### src/rtl/agnus_dma_arbiter.sv
// ---------------------------------------------------------------------------
// agnus_dma_arbiter
//
// Table-driven fixed-priority arbiter for the Agnus chip-bus slot. Each of
// the NCH DMA channels presents a request; the lowest eligible index wins the
// slot. When no channel wins, the CPU gets the slot.
//
// Channel eligibility depends on three things:
//   - a per-channel odd-slot restriction (ODD_ONLY);
//   - a CPU-starvation throttle (THROTTLE, bypassed by nasty);
//   - burst locking with a bounded hold (hold, LOCK_MAX), which only NOLOCK
//     channels may pre-empt.
//
// Ports
//   clk              master clock
//   _reset           asynchronous active-low reset
//   clk7_en          bus-cycle enable, all state advances only when high
//   cck              colour clock phase (1 = odd/chipset slot)
//   req/ena          per-channel DMA request / DMACON enable
//   hold             per-channel burst-lock request
//   nasty            per-channel throttle bypass
//   we_in            per-channel write flag
//   addr_in          flattened chip addresses, channel i at [i*AW +: AW]
//   reg_in           flattened register addresses, channel i at [i*RW +: RW]
//   cpu_req          CPU wants a chip/custom cycle
//   cpu_reg_address  CPU register address (all-ones when idle)
//   grant            one-hot combinational grant for this cycle
//   ack_d            grant delayed by one clk7_en cycle (data phase)
//   dbr/dbwe         Agnus owns the bus / winner write flag
//   cpu_custom       CPU owns the bus
//   address_out      winner chip address (0 when the CPU owns the slot)
//   reg_address_out  winner register address (cpu_reg_address otherwise)
//   starve_cnt       current CPU starvation count
//   lock_act         a burst lock is active
// ---------------------------------------------------------------------------
`timescale 1ns/1ps

module agnus_dma_arbiter #(
  parameter int             NCH        = 8,
  parameter int             AW         = 20,
  parameter int             RW         = 8,
  parameter logic [NCH-1:0] ODD_ONLY   = 8'h3F,
  parameter logic [NCH-1:0] THROTTLE   = 8'h80,
  parameter logic [NCH-1:0] NOLOCK     = 8'h03,
  parameter int             STARVE_MAX = 3,
  parameter int             LOCK_MAX   = 4
) (
  input  logic              clk,
  input  logic              _reset,
  input  logic              clk7_en,
  input  logic              cck,
  input  logic [NCH-1:0]    req,
  input  logic [NCH-1:0]    ena,
  input  logic [NCH-1:0]    hold,
  input  logic [NCH-1:0]    nasty,
  input  logic [NCH-1:0]    we_in,
  input  logic [NCH*AW-1:0] addr_in,
  input  logic [NCH*RW-1:0] reg_in,
  input  logic              cpu_req,
  input  logic [RW-1:0]     cpu_reg_address,
  output logic [NCH-1:0]    grant,
  output logic [NCH-1:0]    ack_d,
  output logic              dbr,
  output logic              dbwe,
  output logic              cpu_custom,
  output logic [AW-1:0]     address_out,
  output logic [RW-1:0]     reg_address_out,
  output logic [1:0]        starve_cnt,
  output logic              lock_act
);

  localparam int IW = (NCH > 1) ? $clog2(NCH) : 1;
  localparam int CW = 4;

  // Registered state
  logic           r_run;
  logic [1:0]     r_starve_cnt;
  logic           r_lock_act;
  logic [IW-1:0]  r_lock_owner;
  logic [CW-1:0]  r_lock_cnt;
  logic           r_blk_vld;
  logic [IW-1:0]  r_blk_idx;
  logic [NCH-1:0] r_ack_d;

  // Combinational arbitration
  logic           w_starved;
  logic [NCH-1:0] w_elig;
  logic           w_pri_vld;
  logic [IW-1:0]  w_pri_idx;
  logic           w_nl_vld;
  logic [IW-1:0]  w_nl_idx;
  logic           w_win_vld;
  logic [IW-1:0]  w_win_idx;

  // Next-state values
  logic [1:0]     w_starve_nxt;
  logic           w_lock_act_nxt;
  logic [IW-1:0]  w_lock_owner_nxt;
  logic [CW-1:0]  w_lock_cnt_nxt;
  logic           w_blk_vld_nxt;
  logic [IW-1:0]  w_blk_idx_nxt;
  logic           w_owner_hold;
  logic           w_owner_wins;
  logic [CW-1:0]  w_cnt_inc;
  logic           w_rel_max;
  logic           w_rel_drop;
  logic           w_blocked;

  assign w_starved = (r_starve_cnt == 2'(STARVE_MAX));

  always_comb begin
    w_elig = '0;
    for (int i = 0; i < NCH; i++) begin
      w_elig[i] = req[i] & ena[i] & (~ODD_ONLY[i] | cck) &
                  ~(THROTTLE[i] & ~nasty[i] & w_starved);
    end
  end

  // Lowest eligible index overall and lowest eligible NOLOCK index; scanning
  // downwards leaves the lowest match in place.
  always_comb begin
    w_pri_vld = 1'b0;
    w_pri_idx = '0;
    w_nl_vld  = 1'b0;
    w_nl_idx  = '0;
    for (int i = NCH - 1; i >= 0; i--) begin
      if (w_elig[i]) begin
        w_pri_vld = 1'b1;
        w_pri_idx = IW'(i);
      end
      if (w_elig[i] && NOLOCK[i]) begin
        w_nl_vld = 1'b1;
        w_nl_idx = IW'(i);
      end
    end
  end

  // r_run keeps the grant at zero during reset and until the first
  // clk7_en cycle after reset is released.
  always_comb begin
    w_win_vld = 1'b0;
    w_win_idx = '0;
    if (r_run) begin
      if (!r_lock_act) begin
        w_win_vld = w_pri_vld;
        w_win_idx = w_pri_idx;
      end else if (w_nl_vld) begin
        w_win_vld = 1'b1;
        w_win_idx = w_nl_idx;
      end else if (w_elig[r_lock_owner]) begin
        w_win_vld = 1'b1;
        w_win_idx = r_lock_owner;
      end
    end
  end

  always_comb begin
    grant           = '0;
    dbr             = 1'b0;
    dbwe            = 1'b0;
    cpu_custom      = 1'b1;
    address_out     = '0;
    reg_address_out = cpu_reg_address;
    if (w_win_vld) begin
      grant[w_win_idx] = 1'b1;
      dbr              = 1'b1;
      dbwe             = we_in[w_win_idx];
      cpu_custom       = 1'b0;
      address_out      = addr_in[w_win_idx*AW +: AW];
      reg_address_out  = reg_in[w_win_idx*RW +: RW];
    end
  end

  always_comb begin
    w_starve_nxt = r_starve_cnt;
    if (!cpu_req || !w_win_vld) begin
      w_starve_nxt = '0;
    end else if (!w_starved) begin
      w_starve_nxt = r_starve_cnt + 2'd1;
    end
  end

  // Lock bookkeeping. A release is resolved before a new lock is considered,
  // so the winner of a releasing cycle may lock at once. The exception is the
  // owner that just hit LOCK_MAX: r_blk_* stops it re-locking on the
  // following cycle.
  always_comb begin
    w_owner_hold     = hold[r_lock_owner] & req[r_lock_owner];
    w_owner_wins     = r_lock_act & w_win_vld & (w_win_idx == r_lock_owner);
    w_cnt_inc        = r_lock_cnt + CW'(1);
    w_rel_max        = w_owner_wins & w_owner_hold & (int'(w_cnt_inc) >= LOCK_MAX);
    w_rel_drop       = r_lock_act & ~w_owner_hold;
    w_blocked        = (r_blk_vld & (w_win_idx == r_blk_idx)) | w_rel_max;
    w_lock_act_nxt   = r_lock_act;
    w_lock_owner_nxt = r_lock_owner;
    w_lock_cnt_nxt   = r_lock_cnt;
    w_blk_vld_nxt    = 1'b0;
    w_blk_idx_nxt    = r_blk_idx;
    if (r_lock_act && !w_rel_max && !w_rel_drop) begin
      // A cycle lost to a NOLOCK channel leaves the count untouched.
      if (w_owner_wins) begin
        w_lock_cnt_nxt = w_cnt_inc;
      end
    end else begin
      w_lock_act_nxt = 1'b0;
      w_lock_cnt_nxt = '0;
      if (w_rel_max) begin
        w_blk_vld_nxt = 1'b1;
        w_blk_idx_nxt = r_lock_owner;
      end
      if (w_win_vld && hold[w_win_idx] && !w_blocked) begin
        w_lock_owner_nxt = w_win_idx;
        w_lock_cnt_nxt   = CW'(1);
        if (LOCK_MAX > 1) begin
          w_lock_act_nxt = 1'b1;
        end else begin
          // A single-grant limit expires on the locking grant itself.
          w_lock_cnt_nxt = '0;
          w_blk_vld_nxt  = 1'b1;
          w_blk_idx_nxt  = w_win_idx;
        end
      end
    end
  end

  always_ff @(posedge clk or negedge _reset) begin
    if (!_reset) begin
      r_run        <= 1'b0;
      r_starve_cnt <= '0;
      r_lock_act   <= 1'b0;
      r_lock_owner <= '0;
      r_lock_cnt   <= '0;
      r_blk_vld    <= 1'b0;
      r_blk_idx    <= '0;
      r_ack_d      <= '0;
    end else if (clk7_en) begin
      r_run        <= 1'b1;
      r_starve_cnt <= w_starve_nxt;
      r_lock_act   <= w_lock_act_nxt;
      r_lock_owner <= w_lock_owner_nxt;
      r_lock_cnt   <= w_lock_cnt_nxt;
      r_blk_vld    <= w_blk_vld_nxt;
      r_blk_idx    <= w_blk_idx_nxt;
      r_ack_d      <= grant;
    end
  end

  assign ack_d      = r_ack_d;
  assign starve_cnt = r_starve_cnt;
  assign lock_act   = r_lock_act;

endmodule

### config.mk
export PLATFORM = sky130hd
export DESIGN_NAME = agnus_dma_arbiter
export DESIGN_NICKNAME = d
export VERILOG_FILES = /design/src/rtl/agnus_dma_arbiter.sv
export SDC_FILE = /design/constraint.sdc
export NUM_CORES = 1
export LEC_CHECK = 0
export ABC_AREA = 1
export BUFFER_PORTS_ARGS = -buffer_cell sky130_fd_sc_hd__clkbuf_2
export CAP_MARGIN = 20
export CORE_AREA = 2 2 129 131
export DETAILED_ROUTE_END_ITERATION = 8
export DIE_AREA = 0 0 131 133
export PLACE_DENSITY_LB_ADDON = 0.15
export SLEW_MARGIN = 30
export SYNTH_ARGS = -nofsm -noshare
export SYNTH_HDL_FRONTEND = slang
export SYNTH_SLANG_ARGS = --single-unit
export TNS_END_PERCENT = 10
### constraint.sdc
create_clock -name clk -period 4.76 [get_ports clk]
set_clock_uncertainty 0.15 [all_clocks]
set_input_delay 0.238 -clock clk [delete_from_list [all_inputs] [get_ports clk]]
set_output_delay 0.238 -clock clk [all_outputs]
set_load 0.005 [all_outputs]
==> summary.txt, run 1 <==
I/O Pins = 327
Post-CTS Hold Fix Bufs = 1
clock slew at reported path FFs = 0.06 ns
Period minus WS final = 3.57 ns
Post-Syn Area = 3960 um2
critical path data arrival time = 3.18 ns
DR iter-0 viols = 206
Post-DP HPWL = 14.7 mm
ANT nets after route = 0
Critical Path Source Type = register
Setup violations, final = 0
status = finished, final reports clean
combinational family with the most area after synthesis = simple AND/OR/NAND/NOR gates
Post-synth EDFFs = 0
Syn Nets = 954
clk root buf = clkbuf_16
Most used DFF post-synth = dfrtp_1
Synth Area in XOR/XNOR = 0.00221
Max Fclk = 0.281 GHz
clk_lat worst skew = 0.26 ns
worst endpoint required time = 4.37 ns
slowest CP cell = dfrtp_1
first-pass GRT wire length = 27.3 mm
H-tree depth = 1
post-CTS sizing = 0
layout cell share with drive strength beyond 1 = 0.419
Final nets = 1,244
period utilization = 0.749
post-route setup TNS = 0 ns
CTS Buf Count = 3
FF-to-FF setup slack = 1.76 ns
sequential share of the synthesized area = 0.145
adder-cell share of the synthesized area = 0.00632
Post-Syn Instances = 675
Post-Synthesis Mean Instance Area = 5.87 um2
critical path's top delay family = buffers and inverters
Area Growth Syn to Fin = 44.4%
crit path kind = reg2out
most frequent CP cell = nand2_1
Worst-Margin Slew = 0.831 ns
post-synthesis mux area share = 0.0253
Bufs and invs on worst path = 4
Remaining Overflow, GRT = 0
Vias per Instance = 4.60
Die H = 133 um
worst reg2reg startpoint = r_lock_owner[0]
# fillers = 1,843
Routed wire per std cell = 15.5 um
Post-CTS Setup Inserts = 0
max-cap viol count = 0
All-Layer GR Usage = 0.199
crit end category = output pin
TritonCTS clock tree = yes
Clock Sinks = 23
async set-reset flop share out of synthesis = 1.00
Cell Chain, Critical Path = inv_2, nand2_1, nand2_1, nand2_1, nand3_2, nand3_4, nand3_4, inv_2, buf_12, or2_2, nand2_1, a21oi_1, nand3_1, a21oi_1, clkbuf_2
R2R Path End = r_lock_owner[1]
Leak = 3.20 nW
Synth Area in Compound Gates = 0.207
synth unique cells = 40
Max FO, Critical Path = 47
Core ar. = 16,200 um2
routed wire length = 18.3 mm
Port Buffers = 319
Worst setup startpoint = r_lock_owner[0]
Remaining DRCs = 0
RSZ-0062 raised after global routing = no
Multi-input gate area = 2970 um2
synthesized flop and latch total = 23
CP endpoint = address_out[9]
R2R cell count = 17
FF+latch area = 576 um2
Fin. Hold Viols = 0
Die X = 131 um
relative slew slack = 0.445
die area = 17,400 um2
WP depth = 15
RePlAce Congestion = 0.833
Post-Synth Simple-Gate Area = 0.510
vias = 5,449
max incr delay on CP = 0.62 ns
row count = 47
VDD IR max = 0.266 mV
drt first pass iters = 4
Initial Utilization = 0.245
yosys warns = 0
Pwr Density = 493 nW/um2
Final Non-Filler Cells = 1,185
fin. max-slew vios = 0
largest net degree at the start of global routing = 55
vias in the first global route = 5,204
Hold Crit Class = in2reg
Max Buffers Root-to-Sink = 2
DP Cell Count = 1,179
hold path startpoint = cpu_req
initial antenna violation count = 1
[cell usage after synthesis (2+ instances only)]
cell type / number / area share
nand2_1: 248 / 0.23
a21oi_1: 58 / 0.073
nand3_1: 44 / 0.056
o22ai_1: 42 / 0.066
or2_2: 33 / 0.052
inv_1: 28 / 0.027
o21ai_0: 28 / 0.035
dfrtp_1: 23 / 0.15
nor2_1: 20 / 0.019
buf_2: 19 / 0.024
nand4_1: 16 / 0.025
nand3_2: 11 / 0.028
buf_6: 10 / 0.028
mux2i_1: 10 / 0.025
clkbuf_1: 9 / 0.0085
and2_1: 7 / 0.011
nor3_1: 7 / 0.0088
o21ai_1: 7 / 0.0088
or2_0: 7 / 0.011
inv_2: 6 / 0.0057
nand2_2: 6 / 0.0095
buf_4: 5 / 0.0095
or2_1: 4 / 0.0063
a22o_1: 3 / 0.0066
nand2_4: 3 / 0.0085
nor2_4: 3 / 0.0085
a21oi_2: 2 / 0.0044
a21oi_4: 2 / 0.0082
ha_1: 2 / 0.0063
nand3_4: 2 / 0.0088
[how the worst min path moves through the flow]
stage,end,slack [ns],depth (start not counted)
2_1_floorplan,ack_d[0],-0.21,0
6_report,starve_cnt[1],0.13,3
4_1_cts,starve_cnt[0],0.14,3
3_5_place_dp,ack_d[7],0.14,1
5_1_grt,starve_cnt[1],0.18,3
3_3_place_gp,r_lock_owner[1],0.16,1
[per-stage QoR]
step                utilization  power [mW]  area [um2]  worst slack (ns)  hold slack, ns
global placement          0.348        2.67        5630              1.44           0.155
finish                    0.354        2.82        5720              1.19           0.128
floorplan                     -        1.92        3960              2.37          -0.208
CTS                       0.354        2.87        5720              1.15           0.140
global route              0.354        3.15        5720             0.885           0.179
detailed placement        0.348        2.67        5630              1.43           0.135
[area by class of cell]
| cell class | count | area share |
|---|---|---|
| Inverter | 35 | 0.0234 |
| Clock inverter | 1 | 0.000875 |
| Clock buffer | 3 | 0.0131 |
| Multi-Input combinational cell | 574 | 0.520 |
| Tap cell | 220 | 0.0481 |
| Sequential cell | 23 | 0.101 |
| Antenna cell | 1 | 0.000437 |
| Timing Repair Buffer | 328 | 0.294 |
[state kept, by name, indices dropped and copies added (netlist names)]
name / flops
ack_d: 8
r_run: 1
r_lock_owner: 3
r_blk_vld: 1
r_blk_idx: 3
starve_cnt: 2
lock_act: 1
r_lock_cnt: 4
[placed cells by master, fill, tap and decap left out, drive strengths merged]
master       netlist  routed
clkinv             0       1
nand3b             1       1
clkbuf             9     322
inv               35      35
buf               34       8
nand2            258     258
mux2i             10      10
xnor2              1       1
nor2              24      24
nand3             57      57
diode              0       1
or2               44      44
a22o               3       3
nand4             17      17
nor3               8       8
dfrtp             23      23
and3               1       1
ha                 2       2
o21ai             35      35
o22ai             42      42
and2               7       7
dlygate4sd3        0       1
o31ai              1       1
a21oi             62      62
a31oi              1       1
[logic make-up after synthesis]
logic type / Yosys count
AND/OR/NAND/NOR: 417
adder cells (fa/ha/maj): 2
multiplexers: 10
flip-flops: 23
AO/OA/AOI/OAI: 144
buffers and inverters: 78
XOR/XNOR: 1
[power breakdown]
| group | internal (mW) | switching [mW] |
|---|---|---|
| registers | 0.244 | 0.0602 |
| clock network | 0.113 | 0.0742 |
| logic | 0.890 | 1.44 |
[layer usage]
layer	global-route usage	vias to the layer above	wire length [um]
met5	0	-	0
met4	0.0479	0	357
met3	0.0210	23	1030
met2	0.387	171	9590
met1	0.226	2414	7350
li1	-	2841	-
[worst min-delay path, stage by stage]
cell	delay [ns]
clkbuf_2	0.10
nand3_1	0.07
o21ai_0	0.08
(Power assumes the default switching activity.)
==> run 2, diff against run 1 <==
--- a/config.mk
+++ b/config.mk
@@ -8,9 +8,9 @@
 export ABC_AREA = 1
 export BUFFER_PORTS_ARGS = -buffer_cell sky130_fd_sc_hd__clkbuf_2
 export CAP_MARGIN = 20
-export CORE_AREA = 2 2 129 131
+export CORE_AREA = 2 2 125 127
 export DETAILED_ROUTE_END_ITERATION = 8
-export DIE_AREA = 0 0 131 133
+export DIE_AREA = 0 0 127 129
 export PLACE_DENSITY_LB_ADDON = 0.15
 export SLEW_MARGIN = 30
 export SYNTH_ARGS = -nofsm -noshare
==> constraint.sdc (replaced) <==
create_clock -name clk -period 3 [get_ports clk]
set_clock_uncertainty 0.15 [all_clocks]
set_input_delay 0.15 -clock clk [delete_from_list [all_inputs] [get_ports clk]]
set_output_delay 0.15 -clock clk [all_outputs]
set_load 0.005 [all_outputs]
==> run 2 against run 1 <==
Net effect:
- clock power increased by 55%
- largest power group unchanged
- sequential power rose by 50%
- non-clock buffer count up 39
- highest routed layer is now met5
- cell count up 0.59%
- via count increased by 5.1%
- total power grew 99%
- flip-flop and latch count unchanged
- critical path depth grew 2
- first-iteration DRC count up 83%
- worst setup slack worse by 1.1 ns
==> summary.txt, run 2 (synthesized netlist as in run 1, its figures left out) <==
Worst-Margin Slew = 0.605 ns
clk_lat worst skew = 0.26 ns
fin. max-slew vios = 0
Routed wire per std cell = 16.4 um
DR iter-0 viols = 377
clock slew at reported path FFs = 0.06 ns
largest net degree at the start of global routing = 71
Port Buffers = 319
crit end category = output pin
die area = 16,400 um2
status = finished, final reports clean
TritonCTS clock tree = yes
RSZ-0062 raised after global routing = yes
H-tree depth = 1
Critical Path Source Type = register
drt first pass iters = 5
Area Growth Syn to Fin = 63.4%
Die H = 129 um
Hold Crit Class = in2reg
Initial Utilization = 0.265
first-pass GRT wire length = 27.8 mm
Remaining Overflow, GRT = 0
clk root buf = clkbuf_16
Final Non-Filler Cells = 1,192
Remaining DRCs = 0
Clock Sinks = 23
Period minus WS final = 2.92 ns
total design power = 5.61 mW
vias in the first global route = 5,186
period utilization = 0.972
critical path data arrival time = 2.62 ns
Leak = 3.56 nW
layout cell share with drive strength beyond 1 = 0.480
Max Fclk = 0.343 GHz
CTS Buf Count = 3
crit path kind = reg2out
Setup violations, final = 0
initial antenna violation count = 2
Max Buffers Root-to-Sink = 2
commonest non-fill, non-tap cell in the layout = clkbuf_2
VDD IR max = 0.364 mV
row count = 45
DP Cell Count = 1,159
All-Layer GR Usage = 0.212
most frequent cells in the layout = 317 x clkbuf_2, 240 x nand2_1, 49 x a21oi_1
Max FO, Critical Path = 9
Final nets = 1,283
ANT nets after route = 0
Largest register FFs = 8
Pwr Density = 867 nW/um2
relative slew slack = 0.597
routed wire length = 19.6 mm
Core ar. = 15,000 um2
I/O Pins = 327
RePlAce Congestion = 0.870
Vias per Instance = 4.80
Fin. Hold Viols = 0
worst endpoint required time = 2.70 ns
Post-DP HPWL = 14.9 mm
Die X = 127 um
max-cap viol count = 0
vias = 5,727
[run 2: changes by cell type in the layout (fill, tap and decap cells not counted), moves of 9 or more]
cell,previous run,this run
a21oi_1,58,49
buf_6,0,9
a21oi_2,2,11
buf_4,7,18
[run 2: path summary, 6_finish.rpt]
check	to	from	cells after the start	slack [ns]
worst max-delay path	address_out[13]	starve_cnt[1]	17	0.08
worst min-delay path	starve_cnt[0]	cpu_req	3	0.06
max in group asynchronous	starve_cnt[1]	_reset	2	1.99
min in group asynchronous	ack_d[3]	_reset	2	0.28
worst max register to register	r_lock_owner[2]	starve_cnt[1]	19	0.20
worst min register to register	ack_d[3]	ack_d[3]	2	0.33
[run 2: area by class of cell]
type | count | area, um2
inverter | 35 | 159
tap | 188 | 235
timing repair buffer | 367 | 2270
fill | 1660 | 8500
multi-input combinational | 574 | 3150
sequential | 23 | 577
clock buffer | 3 | 75.1
clock inverter | 1 | 5.00
antenna | 1 | 2.50
[run 2: timing repair]
item,in CTS,in global routing
setup buffers,0,18
endpoints found under the hold margin,23,0
endpoints found under the setup margin,18,29
pin swaps,0,19
hold buffers,1,0
gates cloned,0,9
gates resized for setup,4,83
[run 2: where the power goes]
| group | switching [mW] | total (mW) | internal [mW] | leakage, nW |
|---|---|---|---|---|
| sequential | 0.0673 | 0.456 | 0.389 | 0.301 |
| combinational | 2.66 | 4.87 | 2.21 | 3.22 |
| clock | 0.111 | 0.290 | 0.179 | 0.0409 |
[run 2: critical path, stage by stage (launching register included)]
cell and delay [ns]:
dfrtp_2 0.44, ha_4 0.18, nand2_4 0.07, nand3_2 0.07, nand2_1 0.06, nand2_1 0.05
nand2_1 0.07, nand2_2 0.07, nand2_4 0.10, nand3_4 0.22, buf_6 0.22, clkbuf_16 0.16
or2_2 0.26, nand2_1 0.06, a21oi_1 0.05, nand3_1 0.11, a21oi_2 0.04, clkbuf_2 0.11
[run 2: stage by stage]
stage / utilization / cell area (um2) / worst slack (ns) / setup TNS [ns] / hold WS (ns)
after floorplan: - / 3960 / 0.697 / 0 / -0.296
after global placement: 0.382 / 5730 / 0.164 / 0 / 0.0433
after detailed placement: 0.382 / 5730 / 0.185 / 0 / 0.0441
after CTS: 0.389 / 5830 / -0.00423 / -0.00698 / 0.0497
after global routing: 0.432 / 6470 / -0.0850 / -1.35 / 0.0692
final: 0.432 / 6470 / 0.0832 / 0 / 0.0554
[run 2: per-layer routing]
layer / vias up / track usage / share of wire
met1: 2577 / 0.267 / 0.41
met5: - / 0 / 0.00051
met4: 2 / 0.0414 / 0.017
met2: 200 / 0.386 / 0.52
li1: 2926 / - / -
met3: 22 / 0.0316 / 0.056
